===== src/rtl/mini_calc_pkg.sv =====
// mini_calc_pkg: opcodes, default widths and FSM encoding shared by the issuer, MiniCalc and benches
package mini_calc_pkg;
  localparam int DEF_INPUT_BIT_WIDTH = 8;
  localparam int DEF_INSTR_BIT_WIDTH = 4;
  localparam int DEF_FIFO_DEPTH = 4;
  localparam int DEF_CALC_LATENCY = 2;
  localparam logic [3:0] OP_NOP = 4'b1111;
  localparam logic [3:0] OP_ADD_SUB = 4'b0111;
  localparam logic [3:0] OP_MIN_MAX = 4'b1011;
  localparam logic [3:0] OP_MUL = 4'b1101;
  localparam logic [3:0] OP_DIV = 4'b1110;
  typedef enum logic [1:0] {IDLE, ISSUE, WAIT, RESULT} state_t;
endpackage


===== src/rtl/mini_calc_cmd_fifo.sv =====
// mini_calc_cmd_fifo: command queue (power-of-two DEPTH entries of WIDTH bits)
// clk/rst: clock, async active-high reset; push/din: write; pop/dout: read head;
// full/empty: occupancy flags. Push when full and pop when empty are ignored.
module mini_calc_cmd_fifo #(
  parameter int DEPTH = 4,
  parameter int WIDTH = 8
) (
  input  logic             clk,
  input  logic             rst,
  input  logic             push,
  input  logic             pop,
  input  logic [WIDTH-1:0] din,
  output logic [WIDTH-1:0] dout,
  output logic             full,
  output logic             empty
);
  localparam int AW = DEPTH > 1 ? $clog2(DEPTH) : 1;
  logic [WIDTH-1:0] mem [DEPTH];
  logic [AW-1:0] wp, rp;
  logic [AW:0] cnt;
  logic wr, rd;
  assign wr = push & ~full;
  assign rd = pop & ~empty;
  assign full = cnt == (AW+1)'(DEPTH);
  assign empty = cnt == '0;
  assign dout = mem[rp];
  always_ff @(posedge clk or posedge rst)
    if (rst) begin
      wp <= '0;
      rp <= '0;
      cnt <= '0;
    end else begin
      if (wr) wp <= wp + 1'b1;
      if (rd) rp <= rp + 1'b1;
      if (wr != rd) cnt <= wr ? cnt + 1'b1 : cnt - 1'b1;
    end
  always_ff @(posedge clk)
    if (wr) mem[wp] <= din;
endmodule


===== src/rtl/mini_calc_issuer.sv =====
// mini_calc_issuer: queues calculator commands and issues them one at a time to MiniCalc
// Clk/Reset: clock, async active-high reset
// CmdValid/CmdReady/CmdInstr/CmdA/CmdB: command input handshake and payload
// CalcInstruction/CalcInputA/CalcInputB: MiniCalc inputs; CalcOutputA/CalcOutputB: its results
// ResValid/ResReady/ResA/ResB/ResInstr/ResError: result handshake and payload
// Busy: FSM not idle or commands queued
module mini_calc_issuer
  import mini_calc_pkg::*;
#(
  parameter int INPUT_BIT_WIDTH = DEF_INPUT_BIT_WIDTH,
  parameter int INSTR_BIT_WIDTH = DEF_INSTR_BIT_WIDTH,
  parameter int FIFO_DEPTH = DEF_FIFO_DEPTH,
  parameter int CALC_LATENCY = DEF_CALC_LATENCY
) (
  input  logic                       Clk,
  input  logic                       Reset,
  input  logic                       CmdValid,
  output logic                       CmdReady,
  input  logic [INSTR_BIT_WIDTH-1:0] CmdInstr,
  input  logic [INPUT_BIT_WIDTH-1:0] CmdA,
  input  logic [INPUT_BIT_WIDTH-1:0] CmdB,
  output logic [INSTR_BIT_WIDTH-1:0] CalcInstruction,
  output logic [INPUT_BIT_WIDTH-1:0] CalcInputA,
  output logic [INPUT_BIT_WIDTH-1:0] CalcInputB,
  input  logic [INPUT_BIT_WIDTH-1:0] CalcOutputA,
  input  logic [INPUT_BIT_WIDTH-1:0] CalcOutputB,
  output logic                       ResValid,
  input  logic                       ResReady,
  output logic [INPUT_BIT_WIDTH-1:0] ResA,
  output logic [INPUT_BIT_WIDTH-1:0] ResB,
  output logic [INSTR_BIT_WIDTH-1:0] ResInstr,
  output logic                       ResError,
  output logic                       Busy
);
  localparam int W = INPUT_BIT_WIDTH;
  localparam int I = INSTR_BIT_WIDTH;
  localparam int FW = I + 2 * W;
  localparam int CW = $clog2(CALC_LATENCY + 1);
  localparam logic [I-1:0] NOP = I'(OP_NOP);
  state_t state, state_n;
  logic [CW-1:0] cnt, cnt_n;
  logic [FW-1:0] cmd, cmd_n, head;
  logic [W-1:0] res_a_n, res_b_n, a, b;
  logic [I-1:0] res_instr_n, op;
  logic res_err_n, full, empty, push, pop, drive, legal;
  assign {op, a, b} = cmd;
  assign legal = op == NOP || op == I'(OP_ADD_SUB) || op == I'(OP_MIN_MAX) ||
                 op == I'(OP_MUL) || op == I'(OP_DIV);
  // Reset is folded in so the queue advertises no space while reset is held.
  assign CmdReady = ~full & ~Reset;
  assign push = CmdValid & CmdReady;
  assign ResValid = state == RESULT;
  assign Busy = state != IDLE || ~empty;
  assign CalcInstruction = drive ? op : NOP;
  assign CalcInputA = drive ? a : '0;
  assign CalcInputB = drive ? b : '0;
  mini_calc_cmd_fifo #(
    .DEPTH(FIFO_DEPTH),
    .WIDTH(FW)
  ) u_fifo (
    .clk  (Clk),
    .rst  (Reset),
    .push (push),
    .pop  (pop),
    .din  ({CmdInstr, CmdA, CmdB}),
    .dout (head),
    .full (full),
    .empty(empty)
  );
  // ISSUE is one cycle, then WAIT counts CALC_LATENCY cycles; the calculator
  // result is captured on the last WAIT cycle.
  always_comb begin
    state_n = state;
    cnt_n = cnt;
    cmd_n = cmd;
    res_a_n = ResA;
    res_b_n = ResB;
    res_instr_n = ResInstr;
    res_err_n = ResError;
    pop = 1'b0;
    drive = 1'b0;
    case (state)
      IDLE: if (!empty) begin
        pop = 1'b1;
        cmd_n = head;
        state_n = ISSUE;
      end
      ISSUE: begin
        res_instr_n = op;
        cnt_n = '0;
        drive = legal;
        state_n = legal ? WAIT : RESULT;
        res_err_n = ~legal;
        res_a_n = legal ? ResA : '0;
        res_b_n = legal ? ResB : '0;
      end
      WAIT: begin
        drive = 1'b1;
        if (cnt == CW'(CALC_LATENCY - 1)) begin
          res_a_n = CalcOutputA;
          res_b_n = CalcOutputB;
          res_err_n = 1'b0;
          state_n = RESULT;
        end else cnt_n = cnt + 1'b1;
      end
      RESULT: state_n = ResReady ? IDLE : RESULT;
      default: state_n = IDLE;
    endcase
  end
  always_ff @(posedge Clk or posedge Reset)
    if (Reset) begin
      state <= IDLE;
      cnt <= '0;
      cmd <= '0;
      ResA <= '0;
      ResB <= '0;
      ResInstr <= NOP;
      ResError <= 1'b0;
    end else begin
      state <= state_n;
      cnt <= cnt_n;
      cmd <= cmd_n;
      ResA <= res_a_n;
      ResB <= res_b_n;
      ResInstr <= res_instr_n;
      ResError <= res_err_n;
    end
endmodule


===== config.mk =====
export PLATFORM = sky130hd
export DESIGN_NAME = mini_calc_issuer
export DESIGN_NICKNAME = d
export VERILOG_FILES = /design/src/rtl/mini_calc_pkg.sv /design/src/rtl/mini_calc_cmd_fifo.sv /design/src/rtl/mini_calc_issuer.sv
export SDC_FILE = /design/constraint.sdc
export NUM_CORES = 1
export LEC_CHECK = 0
export ABC_AREA = 1
export BUFFER_PORTS_ARGS = -buffer_cell sky130_fd_sc_hd__buf_2
export CAP_MARGIN = 10
export CELL_PAD_IN_SITES_DETAIL_PLACEMENT = 0
export CELL_PAD_IN_SITES_GLOBAL_PLACEMENT = 2
export CORE_ASPECT_RATIO = 0.5
export CORE_UTILIZATION = 34
export CTS_BUF_LIST = sky130_fd_sc_hd__clkbuf_8
export DETAILED_ROUTE_END_ITERATION = 8
export GPL_ROUTABILITY_DRIVEN = 1
export MAX_ROUTING_LAYER = met4
export PLACE_DENSITY = 0.81
export SLEW_MARGIN = 20
export SYNTH_ARGS = -nofsm -noshare
export SYNTH_HDL_FRONTEND = slang
export SYNTH_SLANG_ARGS = --single-unit

===== constraint.sdc =====
create_clock -name Clk -period 2.2 [get_ports Clk]
set_input_delay 0.33 -clock Clk [delete_from_list [all_inputs] [get_ports Clk]]
set_output_delay 0.33 -clock Clk [all_outputs]
set_load 0.03 [all_outputs]

Yosys cells after proc, flatten, opt, wreduce, memory -nomap -nowiden
Memories as Yosys holds them, arrays and structs flattened. A register that Yosys moved wholly into a read port is not among the register bits.
Cells that the tools add are included.
Widths: inputs -> output; s select.

operators by class
  reduce and logical (&&, ||, !) cells = 14
  eq/ne operators = 15
  multiplexer cells = 23
  $add $sub $neg = 5
  bitwise operators = 8

operators by type and width
  cell                 number
  $mux 8               5
  $pmux 8 s2           2
  $eq 4x4->1 const B   4
  $mux 2               4
  $ne 2x2->1 const B   4
  $pmux 2 s4           1
  $reduce_and 2->1     4
  $add 2x1->2 const B  3
  $mux 1               6
  $logic_or 1x1->1     5
  $and 1x1->1          4
  $eq 2x1->1 const B   2
  $eq 2x2->1 const B   2
  $eq 4x3->1 const B   1
  $mux 4               1
  $not 1->1            4
  $pmux 1 s2           2
  $pmux 2 s2           1
  $reduce_bool 2->1    2
  $add 3x1->3 const B  1
  $eq 3x3->1 const B   1
  $logic_not 3->1      1
  $mux 3               1
  $reduce_and 3->1     1
  3 further kinds      3

word-level totals
  memories = 1
  output and inout port bits = 44
  bits in writable memories = 80
  flip-flop bits (word level) = 32
  word-level logic and storage cells = 75

memory list
  memory      words  width  rd ports  clocked after Yosys merged registers in  wr ports  RTL line                  text
  u_fifo.mem  4      20     1         1                                        1         mini_calc_cmd_fifo.sv:18  logic [WIDTH-1:0] mem [DEPTH];

Depth between registers and ports, before layout
  word-level depth = 7
  gate-level depth with buffers = 10
  gate-level depth less buffers = 9

Hierarchy
From an unflattened synthesis, not the netlist that was laid out.

unflattened totals
  cell total of the unflattened synthesis = 519
  area, all modules = 5740.5 sq um

by module, submodules not included
  module              instances  area each (sq um)  sequential area each (sq um)  cells each
  mini_calc_cmd_fifo  1          3433.3             2577.5                        259
  mini_calc_issuer    1          2307.2             1131.1                        260

Least setup slack after synthesis
No wires, ideal clock.

  kind = in2reg
  start point = input port Reset
  end point = memory u_fifo.mem[0][0] in the netlist's numbering (enable)
  buffers on the path = 0
  setup slack = -1028 ps
  data required time = 1803 ps
  setup time = 397 ps
  cell stages on the path = 3
  data arrival time = 2831 ps
  cells stage by stage = inv_1 -> nand3_2 -> nor2_1

between the ends
  longest elaborated chain between the ends = 6

RTL lines
  element                       RTL line                  text
  start: declaration            mini_calc_issuer.sv:16    input logic Reset,
  $not 1->1                     mini_calc_issuer.sv:50    assign CmdReady = ~full & ~Reset;
  $and 1x1->1                   mini_calc_issuer.sv:50
  $and 1x1->1                   mini_calc_issuer.sv:51    assign push = CmdValid & CmdReady;
  $and 1x1->1                   mini_calc_cmd_fifo.sv:22  assign wr = push & ~full;
  $mux 1                        mini_calc_cmd_fifo.sv:38  if (wr) mem[wp] <= din;
  $mux 1 (implied by the code)  mini_calc_cmd_fifo.sv:38
  end: declaration              mini_calc_cmd_fifo.sv:18

Every way passes these cells.

Worst setup path after layout
  start point = register state[0]
  end point = output port CalcInstruction[0]

between the ends
  longest elaborated chain between the ends = 3

RTL lines
  element                                   RTL line                 text
  start: declaration                        mini_calc_issuer.sv:40   state_t state, state_n;
  start signal: assignment                  mini_calc_issuer.sv:120  state <= state_n;
  $eq 2x2->1 or $eq 2x1->1 (tied branches)  mini_calc_issuer.sv:82   case (state)
  $pmux 1 s2 (*)                            mini_calc_issuer.sv:82
  $mux 4 (*)                                mini_calc_issuer.sv:54   assign CalcInstruction = drive ? op : NOP;
  end: declaration                          mini_calc_issuer.sv:22   output logic [INSTR_BIT_WIDTH-1:0] CalcInstruction,

Mark *: on every way between the ends. The rest lies on a longest branch, timed or not.

==> flow_metrics.tcl <==
set metrics [dict create \
    finalWirelength_um 11920 \
    grt_setup_unrepaired "true" \
    relSlewSlack 0.5434 \
    yosysMostFrequentCell "nand2_1" \
    hp-class "in -> reg" \
    seq_area_frac_synth 0.6712 \
    cts.sinks 132 \
    path_clk_slew_ns 0.08 \
    required_ns 1.87 \
    netlist_area_mm2 0.005525 \
    synth_top_area_frac 0.4348 \
    ys_async_sr_fraction 0.3939 \
    place_area_mm2 0.006208 \
    dominantRegCellSynth "edfxtp_1" \
    synth_top_cell_by_area "edfxtp_1" \
    fin_setup_tns_ns 0 \
    placed_cells 794 \
    wire_per_inst_um 14.33 \
    slowest_delay_ns 0.46 \
    grt_max_degree 53 \
    setup.worst_path.start_class "register" \
    cts-root-buf "clkbuf_8" \
    syn_inst 501 \
    clock_latency_ns 0.43 \
    slew_violations 0 \
    power_density_mw_per_mm2 1446 \
    p_leak_nw 2.810 \
    worstPathArrival_ns 1.76 \
    wl_met3_um 534 \
    area.growth.synth_to_final_pct 24.03 \
    clock.fmax_mhz 477.6 \
    synth.avg_cell_area_um2 11.03 \
    crit_chain "inv_2 -> ha_4 -> inv_6 -> nand2_8 -> nand2_8 -> inv_2 -> nand2_1 -> buf_4" \
    setup_ws_ns 0.1060 \
    dp_hpwl_um 7260 \
    fin_cells 832 \
    synthTopCellsByArea "edfxtp_1, dfrtp_1, o21ai_0" \
    setup-violations-final 0 \
    post-route-period-util 0.9518 \
    period_needed_ns 2.094 \
    wl_met2_um 5526 \
    dr.pass1.iters 4 \
    first_global_vias 3682 \
    cp_slowest_cell "dfrtp_2" \
    ys_ff_latch 132 \
    highest_layer "met4" \
    n_fill_cell 1519 \
    io_buffer_count 83 \
    whs_ns 0.1028 \
    worstMarginPinSlew_ns 0.6839 \
    endpoint_kind "output port" \
    yosysUniqueCellTypes 30 \
    layout.nets 648 \
    rows 32 \
    syn_nets 552 \
    hold_violations 0 \
    htreeDepth 4 \
    core_area_mm2 0.01566 \
    grt_antenna_before_repair 1 \
    cap_violations 0 \
    overflow 0 \
    crit_fanout 5 \
    drt-initial-drc-count 249 \
    critical_path_class "reg -> out" \
    ir_drop_uv 513.3 \
    drive_above_1_share 0.3098 \
    vias 3717 \
    synth_common_cells "nand2_1, edfxtp_1, nor2_1, o21ai_0, dfrtp_1" \
    status "complete, no violations" \
    synth-edff-count 80 \
    final_area_mm2 0.006853 \
    drc 0 \
    dp_slack_ns 0.3021 \
    clock_skew_ns 0.01328 \
    yosys_warnings 0 \
    numCtsBuffers 17 \
    drt-vias-per-instance 4.468 \
    grt_pass1_wl_um 19020 \
    ant_nets 0 \
    die_area_mm2 0.01680 \
    ios 84 \
    fp.dieW_um 182.3 \
    grt_use_total 0.1551 \
    initial_core_util 0.3529 \
    wirelength_met1_um 5785 \
    gp_congestion 0.7800 \
    tritoncts "yes" \
    max-clock-path-buffers 2 \
    die_h_um 92.14 \
]
==> report_power, final <==
| part | total (mW) | internal (mW) | switching (mW) |
|---|---|---|---|
| sequential | 3.57 | 3.28 | 0.297 |
| combinational | 4.14 | 1.31 | 2.82 |
| clock | 2.20 | 1.16 | 1.04 |
| total | 9.91 | 5.75 | 4.16 |
==> what timing repair did <==
item / 4_1_cts / 5_1_grt
setup buffers: 1 / 2
resized for setup: 18 / 41
pin swaps: 1 / 3
endpoints found under the hold margin: 0 / 0
hold buffers: 0 / 0
setup endpoints to repair: 20 / 20
cloned: 1 / 1
==> registers in the layout (all words and copies together) (netlist names), 2 cells and up <==
signal,flops
state,2
ResInstr,4
cmd,20
ResB,8
cnt,2
u_fifo.rp,2
u_fifo.cnt,3
ResA,8
u_fifo.mem,80
u_fifo.wp,2
==> worst max-delay path, delay by kind of cell, from the launching register on <==
kind | cells | cell delay (ns)
AND/OR/NAND/NOR | 3 | 0.25
adder cells (fa/ha/maj) | 1 | 0.18
buffers and inverters | 4 | 0.43
flip-flops | 1 | 0.46
==> cell usage in the layout (no fill, tap or decap), types with 2 or more instances in the layout <==
cell type    n
ha_1         7
ha_4         3
clkinvlp_4   2
clkinv_2     2
nand2_1     81
nand3_1      8
nor2_1      71
clkbuf_8    17
nand2_2      2
dfrtp_1     47
inv_2        9
o21ai_2     16
nand2_8      4
buf_6        4
o21ai_1     11
edfxtp_1    80
bufinv_16    3
o22ai_1      2
xor2_1       2
o21ai_0     73
nor2_2      11
buf_2       67
a21oi_1      6
buf_4       24
nor2_4       5
inv_8        3
inv_1       30
buf_12       2
dfstp_2      4
inv_6        6
==> kinds of logic after synthesis <==
logic type      share of synthesized area
simple gates                       0.1363
flops                              0.6712
compound gates                     0.1107
buf+inv                           0.05231
fa+ha+maj                         0.02627
xor+xnor                         0.003171
==> routing by layer <==
layer  track usage  up-vias
met2        0.2379       81
met4       0.04832        0
met5             -        -
li1              -     1867
met3       0.04567       11
met1        0.1987     1758
==> final timing paths <==
kind / startpoint / slack [ns] / depth (start not counted) / to
min: CmdB[6] / 0.10 / 1 / u_fifo.mem[0][6]
min in group asynchronous: Reset / 0.13 / 3 / u_fifo.cnt[1]
min reg2reg: ResB[5] / 0.48 / 2 / ResB[5]
max: state[0] / 0.11 / 8 / CalcInstruction[0]
max reg2reg: u_fifo.cnt[0] / 0.46 / 8 / u_fifo.cnt[2]
max in group asynchronous: Reset / 1.58 / 3 / state[0]
==> metrics by stage <==
step                utilization  power [mW]
finish                   0.4377       9.910
CTS                      0.4290       9.806
global route             0.4377       10.65
detailed placement       0.3966       7.356
floorplan                     -       6.399
global placement         0.3966       7.304
==> layout make-up <==
| cell class | count | area (um2) | share of cell area |
|---|---|---|---|
| Antenna cell | 1 | 2.502 | 0.0003652 |
| Clock buffer | 17 | 234.0 | 0.03414 |
| Clock inverter | 15 | 193.9 | 0.02830 |
| Inverter | 41 | 162.7 | 0.02374 |
| Multi-Input combinational cell | 308 | 1673 | 0.2441 |
| Sequential cell | 132 | 3710 | 0.5414 |
| Tap cell | 221 | 276.5 | 0.04035 |
| Timing Repair Buffer | 97 | 600.6 | 0.08764 |
Note: power is estimated with default switching activity, not from simulation.
